===== src/rtl/slice_add_sequencer_pkg.sv =====
// Shared constants, state encoding and byte-lane helpers for the slice add/sub sequencer.
package slice_add_sequencer_pkg;

    localparam int unsigned SLICE_W    = 8;
    localparam int unsigned NUM_SLICES = 4;
    localparam int unsigned DATA_W     = 32;
    localparam int unsigned IDX_W      = 2;

    typedef enum logic [1:0] {
        IDLE = 2'd0,
        RUN  = 2'd1,
        DONE = 2'd2
    } state_e;

    function automatic logic [SLICE_W-1:0] get_slice(input logic [DATA_W-1:0] word,
                                                     input logic [IDX_W-1:0]  idx);
        logic [SLICE_W-1:0] lane;
        unique case (idx)
            2'd0:    lane = word[7:0];
            2'd1:    lane = word[15:8];
            2'd2:    lane = word[23:16];
            default: lane = word[31:24];
        endcase
        return lane;
    endfunction

    function automatic logic [DATA_W-1:0] put_slice(input logic [DATA_W-1:0]  word,
                                                    input logic [IDX_W-1:0]   idx,
                                                    input logic [SLICE_W-1:0] lane);
        logic [DATA_W-1:0] merged;
        merged = word;
        unique case (idx)
            2'd0:    merged[7:0]   = lane;
            2'd1:    merged[15:8]  = lane;
            2'd2:    merged[23:16] = lane;
            default: merged[31:24] = lane;
        endcase
        return merged;
    endfunction

endpackage


===== src/rtl/cl_sub_adder.sv =====
// 8-bit carry-lookahead slice: sum, group generate/propagate, and carry into the MSB.
module cl_sub_adder
    import slice_add_sequencer_pkg::*;
(
    input  logic [SLICE_W-1:0] data_A,
    input  logic [SLICE_W-1:0] data_B,
    input  logic               Cin,
    output logic [SLICE_W-1:0] S,
    output logic               G,
    output logic               P,
    output logic               overflow
);

    logic [SLICE_W-1:0] gen;
    logic [SLICE_W-1:0] prop;
    logic [SLICE_W-1:0] carry_in_vec;

    always_comb begin
        logic carry;
        logic grp_g;
        gen          = data_A & data_B;
        prop         = data_A ^ data_B;
        carry        = Cin;
        grp_g        = 1'b0;
        carry_in_vec = '0;
        for (int i = 0; i < SLICE_W; i++) begin
            carry_in_vec[i] = carry;
            carry           = gen[i] | (prop[i] & carry);
            grp_g           = gen[i] | (prop[i] & grp_g);
        end
        S        = prop ^ carry_in_vec;
        G        = grp_g;
        P        = &prop;
        // Carry into bit 7, not the carry out; the sequencer derives signed overflow from it.
        overflow = carry_in_vec[SLICE_W-1];
    end

endmodule


===== src/rtl/slice_add_sequencer.sv =====
// 32-bit add/subtract computed one byte per cycle through a single 8-bit CLA slice, LSB first.
module slice_add_sequencer
    import slice_add_sequencer_pkg::*;
(
    input  logic              clock,
    input  logic              reset,
    input  logic              start,
    input  logic              op_sub,
    input  logic [DATA_W-1:0] operand_A,
    input  logic [DATA_W-1:0] operand_B,
    output logic              busy,
    output logic              done,
    output logic [DATA_W-1:0] result,
    output logic              carry_out,
    output logic              overflow
);

    state_e             state_q, state_d;
    logic [IDX_W-1:0]   idx_q, idx_d;
    logic [DATA_W-1:0]  a_q, a_d;
    logic [DATA_W-1:0]  b_q, b_d;
    logic               carry_q, carry_d;
    logic [DATA_W-1:0]  result_q, result_d;
    logic               cout_q, cout_d;
    logic               ovf_q, ovf_d;

    logic [SLICE_W-1:0] slice_a;
    logic [SLICE_W-1:0] slice_b;
    logic [SLICE_W-1:0] slice_s;
    logic               slice_g;
    logic               slice_p;
    logic               slice_c7;
    logic               slice_carry;

    assign slice_a = get_slice(a_q, idx_q);
    assign slice_b = get_slice(b_q, idx_q);

    cl_sub_adder u_slice (
        .data_A   (slice_a),
        .data_B   (slice_b),
        .Cin      (carry_q),
        .S        (slice_s),
        .G        (slice_g),
        .P        (slice_p),
        .overflow (slice_c7)
    );

    assign slice_carry = slice_g | (slice_p & carry_q);

    always_comb begin
        state_d  = state_q;
        idx_d    = idx_q;
        a_d      = a_q;
        b_d      = b_q;
        carry_d  = carry_q;
        result_d = result_q;
        cout_d   = cout_q;
        ovf_d    = ovf_q;

        unique case (state_q)
            IDLE, DONE: begin
                if (start) begin
                    a_d     = operand_A;
                    // Subtract as A + ~B + 1: the +1 enters as the first slice's carry-in.
                    b_d     = op_sub ? ~operand_B : operand_B;
                    carry_d = op_sub;
                    idx_d   = '0;
                    state_d = RUN;
                end else if (state_q == DONE) begin
                    state_d = IDLE;
                end
            end
            RUN: begin
                result_d = put_slice(result_q, idx_q, slice_s);
                carry_d  = slice_carry;
                if (idx_q == IDX_W'(NUM_SLICES - 1)) begin
                    cout_d  = slice_carry;
                    ovf_d   = slice_c7 ^ slice_carry;
                    idx_d   = '0;
                    state_d = DONE;
                end else begin
                    idx_d = idx_q + 2'd1;
                end
            end
            default: begin
                state_d = IDLE;
                idx_d   = '0;
            end
        endcase
    end

    always_ff @(posedge clock) begin
        if (reset) begin
            state_q  <= IDLE;
            idx_q    <= '0;
            a_q      <= '0;
            b_q      <= '0;
            carry_q  <= 1'b0;
            result_q <= '0;
            cout_q   <= 1'b0;
            ovf_q    <= 1'b0;
        end else begin
            state_q  <= state_d;
            idx_q    <= idx_d;
            a_q      <= a_d;
            b_q      <= b_d;
            carry_q  <= carry_d;
            result_q <= result_d;
            cout_q   <= cout_d;
            ovf_q    <= ovf_d;
        end
    end

    assign busy      = (state_q == RUN);
    assign done      = (state_q == DONE);
    assign result    = result_q;
    assign carry_out = cout_q;
    assign overflow  = ovf_q;

endmodule


===== config.mk =====
export PLATFORM = sky130hd
export DESIGN_NAME = slice_add_sequencer
export DESIGN_NICKNAME = d
export VERILOG_FILES = /design/src/rtl/slice_add_sequencer_pkg.sv /design/src/rtl/cl_sub_adder.sv /design/src/rtl/slice_add_sequencer.sv
export SDC_FILE = /design/constraint.sdc
export NUM_CORES = 1
export LEC_CHECK = 0
export CORE_AREA = 3 3 106 108
export DETAILED_ROUTE_END_ITERATION = 8
export DIE_AREA = 0 0 109 111
export PLACE_DENSITY = 0.72
export SETUP_SLACK_MARGIN = 0.15
export SYNTH_ARGS = -nofsm -noshare
export SYNTH_HDL_FRONTEND = slang
export SYNTH_SLANG_ARGS = --single-unit
export TNS_END_PERCENT = 10

===== constraint.sdc =====
create_clock -name clock -period 6 [get_ports clock]
set_clock_uncertainty 0.05 [all_clocks]
set_input_delay 1.5 -clock clock [delete_from_list [all_inputs] [get_ports clock]]
set_output_delay 1.5 -clock clock [all_outputs]
set_load 0.005 [all_outputs]

==> tab_implementation.tex <==
\begin{tabular}{lr}
\hline
Metric & Value \\
\hline
\multicolumn{2}{l}{\textbf{Global routing}} \\
\quad Wire length of the first global-routing pass & 18.9 mm \\
\quad Total track usage & 0.194 \\
\quad Vias in the first global route & 3884 \\
\quad Initial antenna violation count & 0 \\
\quad Final global-route overflow total & 0 \\
\quad Largest net degree at the start of global routing & 57 \\
\multicolumn{2}{l}{\textbf{Logic synthesis}} \\
\quad Total of flip-flops plus latches after synthesis & 103 \\
\quad Number of enable flip-flop cells after synthesis & 0 \\
\quad Gate count after technology mapping & 546 \\
\quad Post-Syn Nets & 633 \\
\quad Average instance area after synthesis & 8.56 µm² \\
\quad Number of different library cells in the post-synthesis netlist & 33 \\
\quad Share of the synthesized area in the top cell type & 0.441 \\
\quad Async set-or-reset flop fraction in the synthesized netlist & 0 \\
\quad Cell area after technology mapping & 4680 µm² \\
\quad Seq/Total Area, Yosys & 0.441 \\
\quad Top cell types by occurrence after synthesis & 125 x sky130\_fd\_sc\_hd\_\_nand2\_1, 103 x sky130\_fd\_sc\_hd\_\_dfxtp\_1, 66 x sky130\_fd\_sc\_hd\_\_a21oi\_1, 41 x sky130\_fd\_sc\_hd\_\_nor2\_1, 37 x sky130\_fd\_sc\_hd\_\_a211oi\_1 \\
\quad Dominant cell by count in the synthesized netlist & sky130\_fd\_sc\_hd\_\_nand2\_1 \\
\quad Top FF cell, synth & sky130\_fd\_sc\_hd\_\_dfxtp\_1 \\
\quad Synth area leader & sky130\_fd\_sc\_hd\_\_dfxtp\_1 \\
\quad Synth Warn \# & 0 \\
\quad Dominant cells by area after synthesis & sky130\_fd\_sc\_hd\_\_dfxtp\_1 44\%, sky130\_fd\_sc\_hd\_\_nand2\_1 10\%, sky130\_fd\_sc\_hd\_\_a21oi\_1 7.1\% \\
\multicolumn{2}{l}{\textbf{Setup path}} \\
\quad Critical path capture point type & register \\
\quad Data required time at the worst endpoint & 6.23 ns \\
\quad Max Fanout on Critical Path & 18 \\
\quad Data arrival time of the critical path & 5.34 ns \\
\quad Crit path kind & reg2reg \\
\quad Sort of element at the start of the critical path & register \\
\multicolumn{2}{l}{\textbf{Finish}} \\
\quad Fraction of layout cells with a size suffix above 1 & 0.0383 \\
\quad Area Overhead vs Synth & 26.3\% \\
\quad Final design utilization & 0.572 \\
\quad Inserted Diodes & 0 \\
\quad Number of fillers in the final layout & between 900 and 1000 \\
\quad Fin nets & between 700 and 800 \\
\multicolumn{2}{l}{\textbf{CTS}} \\
\quad H-tree level count & 3 \\
\quad Clock buffer depth & 2 \\
\quad Number of buffers inserted during clock tree synthesis & 9 \\
\quad Skew-Pair Late Insertion Delay & 0.36 ns \\
\quad \# clock sinks & $\sim$100 \\
\quad CTS hold repair buffers & 0 \\
\quad Clock tree from TritonCTS & done \\
\quad Root buffer selected by CTS & sky130\_fd\_sc\_hd\_\_clkbuf\_8 \\
\quad Clock transition time at the flip-flop clock pins of the worst setup and hold paths & 0.09 ns \\
\quad Post-CTS setup repair buffer count & 0 \\
\quad Number of cells upsized or downsized after cts & 0 \\
\multicolumn{2}{l}{\textbf{Timing}} \\
\quad Number of setup violations in the final report & 0 \\
\quad Final Max Slew Viols & 0 \\
\quad Setup repair after global routing missed its margin & no \\
\quad Final TNS setup & 0 ns \\
\quad Final min period & 5.11 ns \\
\quad Final worst path period share & 0.851 \\
\quad Top achievable clock speed & 196 MHz \\
\quad Slew at the pin closest to its max-slew limit & 1.18 ns \\
\quad Final hold viol count & 0 \\
\quad Worst slew slack as a fraction of its limit & 0.210 \\
\multicolumn{2}{l}{\textbf{Status}} \\
\quad Run status & complete, no violations \\
\multicolumn{2}{l}{\textbf{Floorplanning}} \\
\quad Floorplan die width & 109 µm \\
\quad Die Footprint & approximately 12000 µm² \\
\quad Height of the chip & 111 µm \\
\quad I/O Pins & 104 \\
\quad Core Area & 10300 µm² \\
\quad Starting density of the core & 0.453 \\
\quad Number of standard-cell rows in the floorplan & 37 \\
\multicolumn{2}{l}{\textbf{Job}} \\
\quad Max-cap viol count & 0 \\
\multicolumn{2}{l}{\textbf{Detailed routing}} \\
\quad Post-route antenna net violation count & 0 \\
\quad Detailed-routing iteration count for the pre-antenna-repair pass & 6 \\
\quad DRC & 0 \\
\quad Number of vias in the routed layout & 3923 \\
\quad Routed wire length per instance & 15.0 µm \\
\quad First DRT Iteration DRCs & 227 \\
\quad Vias/cell & 5.14 \\
\quad Wire length reported by the detailed router & 11.5 mm \\
\multicolumn{2}{l}{\textbf{Power}} \\
\quad Power density of the placed cells & 249 nW/µm² \\
\quad IR drop worst, VDD & 0.0969 mV \\
\quad LEAKAGE & between 2 and 2.5 nW \\
\multicolumn{2}{l}{\textbf{Min path}} \\
\quad Path class of the lowest-slack min-delay path & reg2reg \\
\multicolumn{2}{l}{\textbf{Placement}} \\
\quad IO Port Bufs & 103 \\
\quad Total half-perimeter wirelength after legalization and detailed placement & roughly 8.8 mm \\
\quad Placer Congestion & 0.858 \\
\hline
\end{tabular}
-- final cells by class --
cell class                 instances  area (µm²)  area share
clock buffer                      10         128      0.0216
clock inverter                     5        83.8      0.0142
inverter                          19        71.3      0.0121
multi-input combinational        381        2320       0.394
sequential                       103        2060       0.349
tap                              136         170      0.0288
timing repair buffer             109        1070       0.181
-- sequential cells by signal, summed over array words and instances (netlist names) --
signal,flops
state_q,2
carry_q,1
carry_out,1
overflow,1
a_q,32
result,32
idx_q,2
b_q,32
-- through the flow --
step	area, µm²	setup WS, ns	total power [mW]	hold slack (ns)	cells
final	5910	0.893	1.47	0.406	763
after global routing	5910	0.553	1.53	0.430	763
after CTS	5910	0.923	1.48	0.409	763
after detailed placement	5690	0.970	1.03	0.397	748
after global placement	5690	1.17	1.02	0.392	748
after floorplan	4680	1.25	0.921	0.386	546
-- per-layer routing --
| layer | share of wire | vias to the layer above | global-route usage |
|---|---|---|---|
| li1 | - | 2005 | - |
| met1 | 0.45 | 1780 | 0.261 |
| met2 | 0.48 | 124 | 0.319 |
| met3 | 0.056 | 14 | 0.0268 |
| met4 | 0.014 | 0 | 0.0564 |
| met5 | 0 | - | 0 |
-- cells by family (layout without fill, tap and decap cells) --
| kind of cell | Yosys count | count (layout) | synth area share |
|---|---|---|---|
| compound gates | 129 | 129 | 0.181 |
| xor+xnor | 33 | 33 | 0.0618 |
| flops | 103 | 103 | 0.441 |
| buf+inv | 62 | 143 | 0.0621 |
| mux | 16 | 16 | 0.0343 |
| simple gates | 184 | 184 | 0.158 |
| fa+ha+maj | 19 | 19 | 0.0621 |
-- layout by cell type (no fill, tap or decap), types with 6 or more instances in the layout --
| master | synthesis | final |
|---|---|---|
| sky130_fd_sc_hd__nand2_1 | 125 | 125 |
| sky130_fd_sc_hd__a21oi_1 | 66 | 66 |
| sky130_fd_sc_hd__a211oi_1 | 37 | 37 |
| sky130_fd_sc_hd__mux2i_1 | 16 | 16 |
| sky130_fd_sc_hd__inv_1 | 19 | 19 |
| sky130_fd_sc_hd__clkdlybuf4s50_1 | 0 | 101 |
| sky130_fd_sc_hd__clkbuf_8 | 0 | 9 |
| sky130_fd_sc_hd__buf_4 | 3 | 6 |
| sky130_fd_sc_hd__ha_1 | 12 | 12 |
| sky130_fd_sc_hd__fa_1 | 7 | 7 |
| sky130_fd_sc_hd__and2_1 | 6 | 6 |
| sky130_fd_sc_hd__xnor2_1 | 25 | 25 |
| sky130_fd_sc_hd__a222oi_1 | 16 | 16 |
| sky130_fd_sc_hd__dfxtp_1 | 103 | 103 |
| sky130_fd_sc_hd__nor2_1 | 41 | 41 |
| sky130_fd_sc_hd__xor2_1 | 8 | 8 |
-- power breakdown --
group / internal [mW] / switching (mW) / leakage (nW)
registers: 0.724 / 0.0231 / 0.844
logic: 0.124 / 0.141 / 1.14
clock network: 0.233 / 0.225 / 0.0986
-- final timing paths --
path | start | to | slack, ns | cells past startpoint
worst max-delay path | idx_q[0] | overflow | 0.89 | 14
worst min-delay path | result[24] | result[24] | 0.41 | 2
worst max register to register | idx_q[0] | overflow | 0.89 | 14
worst min register to register | result[24] | result[24] | 0.41 | 2
-- critical path: stages (launching register included) --
cell                       delay [ns]
sky130_fd_sc_hd__dfxtp_1         0.39
sky130_fd_sc_hd__inv_1           0.09
sky130_fd_sc_hd__ha_1            0.44
sky130_fd_sc_hd__a222oi_1        0.38
sky130_fd_sc_hd__mux2i_1         0.19
sky130_fd_sc_hd__fa_1            0.46
sky130_fd_sc_hd__fa_1            0.39
sky130_fd_sc_hd__fa_1            0.42
sky130_fd_sc_hd__fa_1            0.40
sky130_fd_sc_hd__fa_1            0.41
sky130_fd_sc_hd__fa_1            0.40
sky130_fd_sc_hd__fa_1            0.44
sky130_fd_sc_hd__nor3_1          0.26
sky130_fd_sc_hd__o311ai_0        0.17
sky130_fd_sc_hd__o211ai_1        0.13
No activity file was read; power rests on OpenSTA's default activity.
